### src/rtl/uart_rx_oversampled.sv
// Oversampled (16x) UART receiver: 2-flop synchroniser, start validation, mid-bit sampling.
// Optional even-parity bit enabled by defining UART_RX_PARITY_EN.
module uart_rx_oversampled #(
  parameter int DBIT    = 8,
  parameter int SB_TICK = 16
) (
  input  logic            clk,
  input  logic            reset,
  input  logic            s_tick,
  input  logic            rx,
  output logic [DBIT-1:0] dout,
  output logic            rx_done_tick,
  output logic            frame_err,
  output logic            parity_err
);

  // Tick counter must also reach SB_TICK-1 in STOP, so it grows beyond 4 bits for 1.5/2 stop bits
  localparam int SW = ($clog2(SB_TICK) > 4) ? $clog2(SB_TICK) : 4;
  localparam int NW = (DBIT > 1) ? $clog2(DBIT) : 1;

  localparam logic [SW-1:0] TICK_MID  = SW'(7);
  localparam logic [SW-1:0] TICK_LAST = SW'(15);
  localparam logic [SW-1:0] STOP_LAST = SW'(SB_TICK - 1);
  localparam logic [NW-1:0] BIT_LAST  = NW'(DBIT - 1);

`ifdef UART_RX_PARITY_EN
  typedef enum logic [2:0] {IDLE, START, DATA, PARITY, STOP} state_t;
`else
  typedef enum logic [2:0] {IDLE, START, DATA, STOP} state_t;
`endif

  state_t            state_q, state_d;
  logic              rx_meta_q, rx_s_q;
  logic [SW-1:0]     s_cnt_q, s_cnt_d;
  logic [NW-1:0]     n_cnt_q, n_cnt_d;
  logic [DBIT-1:0]   b_q, b_d;
  logic [DBIT-1:0]   dout_q, dout_d;
  logic              done_q, done_d;
  logic              ferr_q, ferr_d;
`ifdef UART_RX_PARITY_EN
  logic              pbit_q, pbit_d;
  logic              perr_q, perr_d;
`endif

  always_ff @(posedge clk) begin
    if (reset) begin
      rx_meta_q <= 1'b1;
      rx_s_q    <= 1'b1;
      state_q   <= IDLE;
      s_cnt_q   <= '0;
      n_cnt_q   <= '0;
      b_q       <= '0;
      dout_q    <= '0;
      done_q    <= 1'b0;
      ferr_q    <= 1'b0;
`ifdef UART_RX_PARITY_EN
      pbit_q    <= 1'b0;
      perr_q    <= 1'b0;
`endif
    end else begin
      rx_meta_q <= rx;
      rx_s_q    <= rx_meta_q;
      state_q   <= state_d;
      s_cnt_q   <= s_cnt_d;
      n_cnt_q   <= n_cnt_d;
      b_q       <= b_d;
      dout_q    <= dout_d;
      done_q    <= done_d;
      ferr_q    <= ferr_d;
`ifdef UART_RX_PARITY_EN
      pbit_q    <= pbit_d;
      perr_q    <= perr_d;
`endif
    end
  end

  always_comb begin
    state_d = state_q;
    s_cnt_d = s_cnt_q;
    n_cnt_d = n_cnt_q;
    b_d     = b_q;
    dout_d  = dout_q;
    done_d  = 1'b0;
    ferr_d  = ferr_q;
`ifdef UART_RX_PARITY_EN
    pbit_d  = pbit_q;
    perr_d  = perr_q;
`endif
    case (state_q)
      IDLE: begin
        if (!rx_s_q) begin
          state_d = START;
          s_cnt_d = '0;
        end
      end
      START: begin
        if (s_tick) begin
          if (s_cnt_q == TICK_MID) begin
            if (!rx_s_q) begin
              state_d = DATA;
              s_cnt_d = '0;
              n_cnt_d = '0;
            end else begin
              state_d = IDLE;
            end
          end else begin
            s_cnt_d = s_cnt_q + SW'(1);
          end
        end
      end
      DATA: begin
        if (s_tick) begin
          if (s_cnt_q == TICK_LAST) begin
            b_d     = {rx_s_q, b_q[DBIT-1:1]};
            s_cnt_d = '0;
            if (n_cnt_q == BIT_LAST) begin
`ifdef UART_RX_PARITY_EN
              state_d = PARITY;
`else
              state_d = STOP;
`endif
            end else begin
              n_cnt_d = n_cnt_q + NW'(1);
            end
          end else begin
            s_cnt_d = s_cnt_q + SW'(1);
          end
        end
      end
`ifdef UART_RX_PARITY_EN
      PARITY: begin
        if (s_tick) begin
          if (s_cnt_q == TICK_LAST) begin
            pbit_d  = rx_s_q;
            s_cnt_d = '0;
            state_d = STOP;
          end else begin
            s_cnt_d = s_cnt_q + SW'(1);
          end
        end
      end
`endif
      STOP: begin
        if (s_tick) begin
          if (s_cnt_q == STOP_LAST) begin
            dout_d  = b_q;
            ferr_d  = ~rx_s_q;
`ifdef UART_RX_PARITY_EN
            perr_d  = (^b_q) ^ pbit_q;
`endif
            done_d  = 1'b1;
            state_d = IDLE;
          end else begin
            s_cnt_d = s_cnt_q + SW'(1);
          end
        end
      end
      default: state_d = IDLE;
    endcase
  end

  assign dout         = dout_q;
  assign rx_done_tick = done_q;
  assign frame_err    = ferr_q;
`ifdef UART_RX_PARITY_EN
  assign parity_err   = perr_q;
`else
  assign parity_err   = 1'b0;
`endif

endmodule

### config.mk
export PLATFORM = sky130hd
export DESIGN_NAME = uart_rx_oversampled
export DESIGN_NICKNAME = d
export VERILOG_FILES = /design/src/rtl/uart_rx_oversampled.sv
export SDC_FILE = /design/constraint.sdc
export NUM_CORES = 1
export LEC_CHECK = 0
export CORE_MARGIN = 8
export CORE_UTILIZATION = 55
export CTS_CLUSTER_DIAMETER = 30
export DETAILED_ROUTE_END_ITERATION = 12
export GPL_TIMING_DRIVEN = 1
export PLACE_DENSITY = 0.78
export SYNTH_ARGS = -nofsm -noshare
export SYNTH_HDL_FRONTEND = slang
export SYNTH_SLANG_ARGS = --single-unit
### constraint.sdc
create_clock -name clk -period 4.6 [get_ports clk]
set_clock_uncertainty 0.15 [all_clocks]
set_input_delay 0.69 -clock clk [delete_from_list [all_inputs] [get_ports clk]]
set_output_delay 0.69 -clock clk [all_outputs]
set_load 0.02 [all_outputs]
==> flow_metrics.tcl <==
set metrics [dict create \
    clk_latency_ns 0.32 \
    hold_path_depth 1 \
    grt_pass1_wl_mm 4.636 \
    required_ns 4.68 \
    nNetsFinal 175 \
    ys_async_sr_fraction_pct 0 \
    synthMostInstantiatedCell "dfxtp_1" \
    fin_tns_setup_ns 0 \
    vdd_drop_max_v 0.0002656 \
    fmax_mhz 397.5 \
    numCtsBuffers 5 \
    drt_first_pass_iters 4 \
    min_period_over_period_pct 54.69 \
    rrSetupSlack_ns 2.08 \
    path_max_fanout 12 \
    drt_iter0_drc 29 \
    wl_per_cell_um 13.18 \
    vias_per_cell 5.513 \
    worst_pin_slew_ns 0.9975 \
    startpoint_type "flip-flop" \
    final_util_pct 64.97 \
    synth_top_area_share_pct 41.99 \
    initial_core_util_pct 56.84 \
    syn_avg_cell_area_um2 9.156 \
    hold_viol_final 0 \
    ys_top_cells_by_count "29 x dfxtp_1, 18 x nand2_1, 12 x a21oi_1, 12 x nor2_1, 10 x nand3_1" \
    ys_seq_area_share_pct 41.99 \
    hold_start "rx_meta_q$_SDFF_PP1_" \
    track_usage_pct 13.43 \
    relSlewSlack_pct 33.29 \
    finalHoldWorstSlack_ns 0.2650 \
    grt_pass1_vias 1041 \
    outcome "finished clean" \
    rsz0062_at_grt "no" \
    clock_path_buffers 2 \
    post-cts-setup-buffer-count 0 \
    worstRegToRegCells 6 \
    max-cap-violations 0 \
    synth_area_leaders "dfxtp_1 42%, ha_1 8.1%, mux2i_1 5.8%" \
    r2r_start "state_q[0]$_SDFFE_PP0P_" \
    io_pins 15 \
    gp_congestion 0.8312 \
    rr_endpoint "state_q[0]$_SDFFE_PP0P_" \
    synth_edf_count 0 \
    critPathKind "reg -> reg" \
    min_period_ns 2.516 \
    overflow 0 \
    synth_cells 151 \
    p_per_area_mw_per_mm2 339.9 \
    synth_cell_types 43 \
    ctsHoldBuffers 0 \
    htree_levels 2 \
    hold_end "rx_s_q$_SDFF_PP1_" \
    grt_max_degree 31 \
    via_count 1064 \
    power_mw 0.5371 \
    synth_ff_type "dfxtp_1" \
    core_mm2 0.002432 \
    endpoint_kind "flip-flop" \
    grt_antenna_before_repair 0 \
    setup_viol 0 \
    leakage_nw 0.5895 \
    cts-root-buf "clkbuf_4" \
    die_area_mm2 0.004374 \
    clock_sinks 29 \
    place_area_mm2 0.001510 \
    hpwl_mm 1.829 \
    num_rows 18 \
    wirelength_mm 2.543 \
    hold_path_class "reg -> reg" \
    drive_above_1_share_pct 12.88 \
    drv_slew 0 \
    final_area_mm2 0.001580 \
    syn_area_mm2 0.001383 \
    die_w_um 66.14 \
    portBuffers 13 \
    yosys_warnings 0 \
    synth.ff_latch_count 29 \
    drtAntennaViolNets 0 \
    arrival_ns 2.59 \
    syn_to_final_growth_pct 14.30 \
    cts_resized 0 \
    yosys.area.top_type "dfxtp_1" \
    clkSlewWorstSetupHoldPaths_ns 0.09 \
    drc 0 \
    die_h_um 66.14 \
    cts_tree "done" \
    n_antenna_cell 0 \
    synth_nets 164 \
]
per-stage QoR:
| stage | instances | worst slack, ns |
|---|---|---|
| after floorplan | 151 | 2.498 |
| after global placement | 185 | 1.844 |
| after detailed placement | 185 | 1.765 |
| after CTS | 193 | 2.067 |
| after global routing | 193 | 1.914 |
| final | 193 | 2.084 |
cells in the final DEF (no fill, tap or decap), drive strengths merged, types with 2 or more instances in the layout:
cell type and n:
a21oi 12, a31oi 2, clkbuf 7, clkdlybuf4s50 13, dfxtp 29, ha 9
inv 4, mux2 2, mux2i 8, nand2 18, nand3 10, nor2 13
nor2b 2, nor3 2, o21ai 2, or2 4
critical path: stages (launching register included):
cell and delay, ns:
dfxtp_1 0.42, inv_1 0.12, ha_1 0.34, or3_4 0.45, a222oi_1 0.51, nand2_1 0.16
o41ai_2 0.27
power breakdown:
part           leakage [nW]  internal, mW  switching [mW]  total [mW]
clock network        0.0413        0.0885          0.0844       0.173
logic                 0.314        0.0416          0.0528      0.0944
registers             0.234         0.258          0.0118       0.270
metal layers:
| layer | track usage, % | up-vias | wire length (um) |
|---|---|---|---|
| met5 | 0 | - | 0 |
| met4 | 7.200 | 0 | 53 |
| met3 | 5.424 | 7 | 135 |
| met2 | 20.75 | 19 | 1170 |
| met1 | 15.47 | 484 | 1183 |
| li1 | - | 554 | - |
state kept, by name, indices dropped and copies added (netlist names):
signal and cells:
b_q 8, state_q 2, dout 8, s_cnt_q 4, rx_done_tick 1, frame_err 1, n_cnt_q 3, rx_meta_q 1
rx_s_q 1
how the worst max path moves through the flow:
stage | slack [ns] | endpoint | startpoint
4_1_cts | 2.07 | state_q[0]$_SDFFE_PP0P_ | state_q[0]$_SDFFE_PP0P_
3_5_place_dp | 1.77 | state_q[1]$_SDFFE_PP0P_ | reset
6_report | 2.08 | state_q[0]$_SDFFE_PP0P_ | state_q[0]$_SDFFE_PP0P_
5_1_grt | 1.91 | state_q[0]$_SDFFE_PP0P_ | state_q[0]$_SDFFE_PP0P_
2_1_floorplan | 2.50 | state_q[0]$_SDFFE_PP0P_ | state_q[0]$_SDFFE_PP0P_
3_3_place_gp | 1.84 | state_q[1]$_SDFFE_PP0P_ | reset
logic make-up after synthesis:
kind of cell | share of synthesized area (%)
adder cells (fa/ha/maj) | 8.145
other | 0.2712
AND/OR/NAND/NOR | 23.08
multiplexers | 7.421
buffers and inverters | 3.982
flip-flops | 41.99
XOR/XNOR | 0.6336
AO/OA/AOI/OAI | 14.48
layout make-up:
| type | count | area, um2 |
|---|---|---|
| well taps | 30 | 37.54 |
| clock buffers | 7 | 65.06 |
| repair buffers | 13 | 130.1 |
| inverters | 4 | 15.01 |
| multi-input cells | 109 | 747.0 |
| fillers | 222 | 852.1 |
| flip-flops and latches | 29 | 580.6 |
| clock inverters | 1 | 5.005 |
No activity file was read; power rests on OpenSTA's default activity.
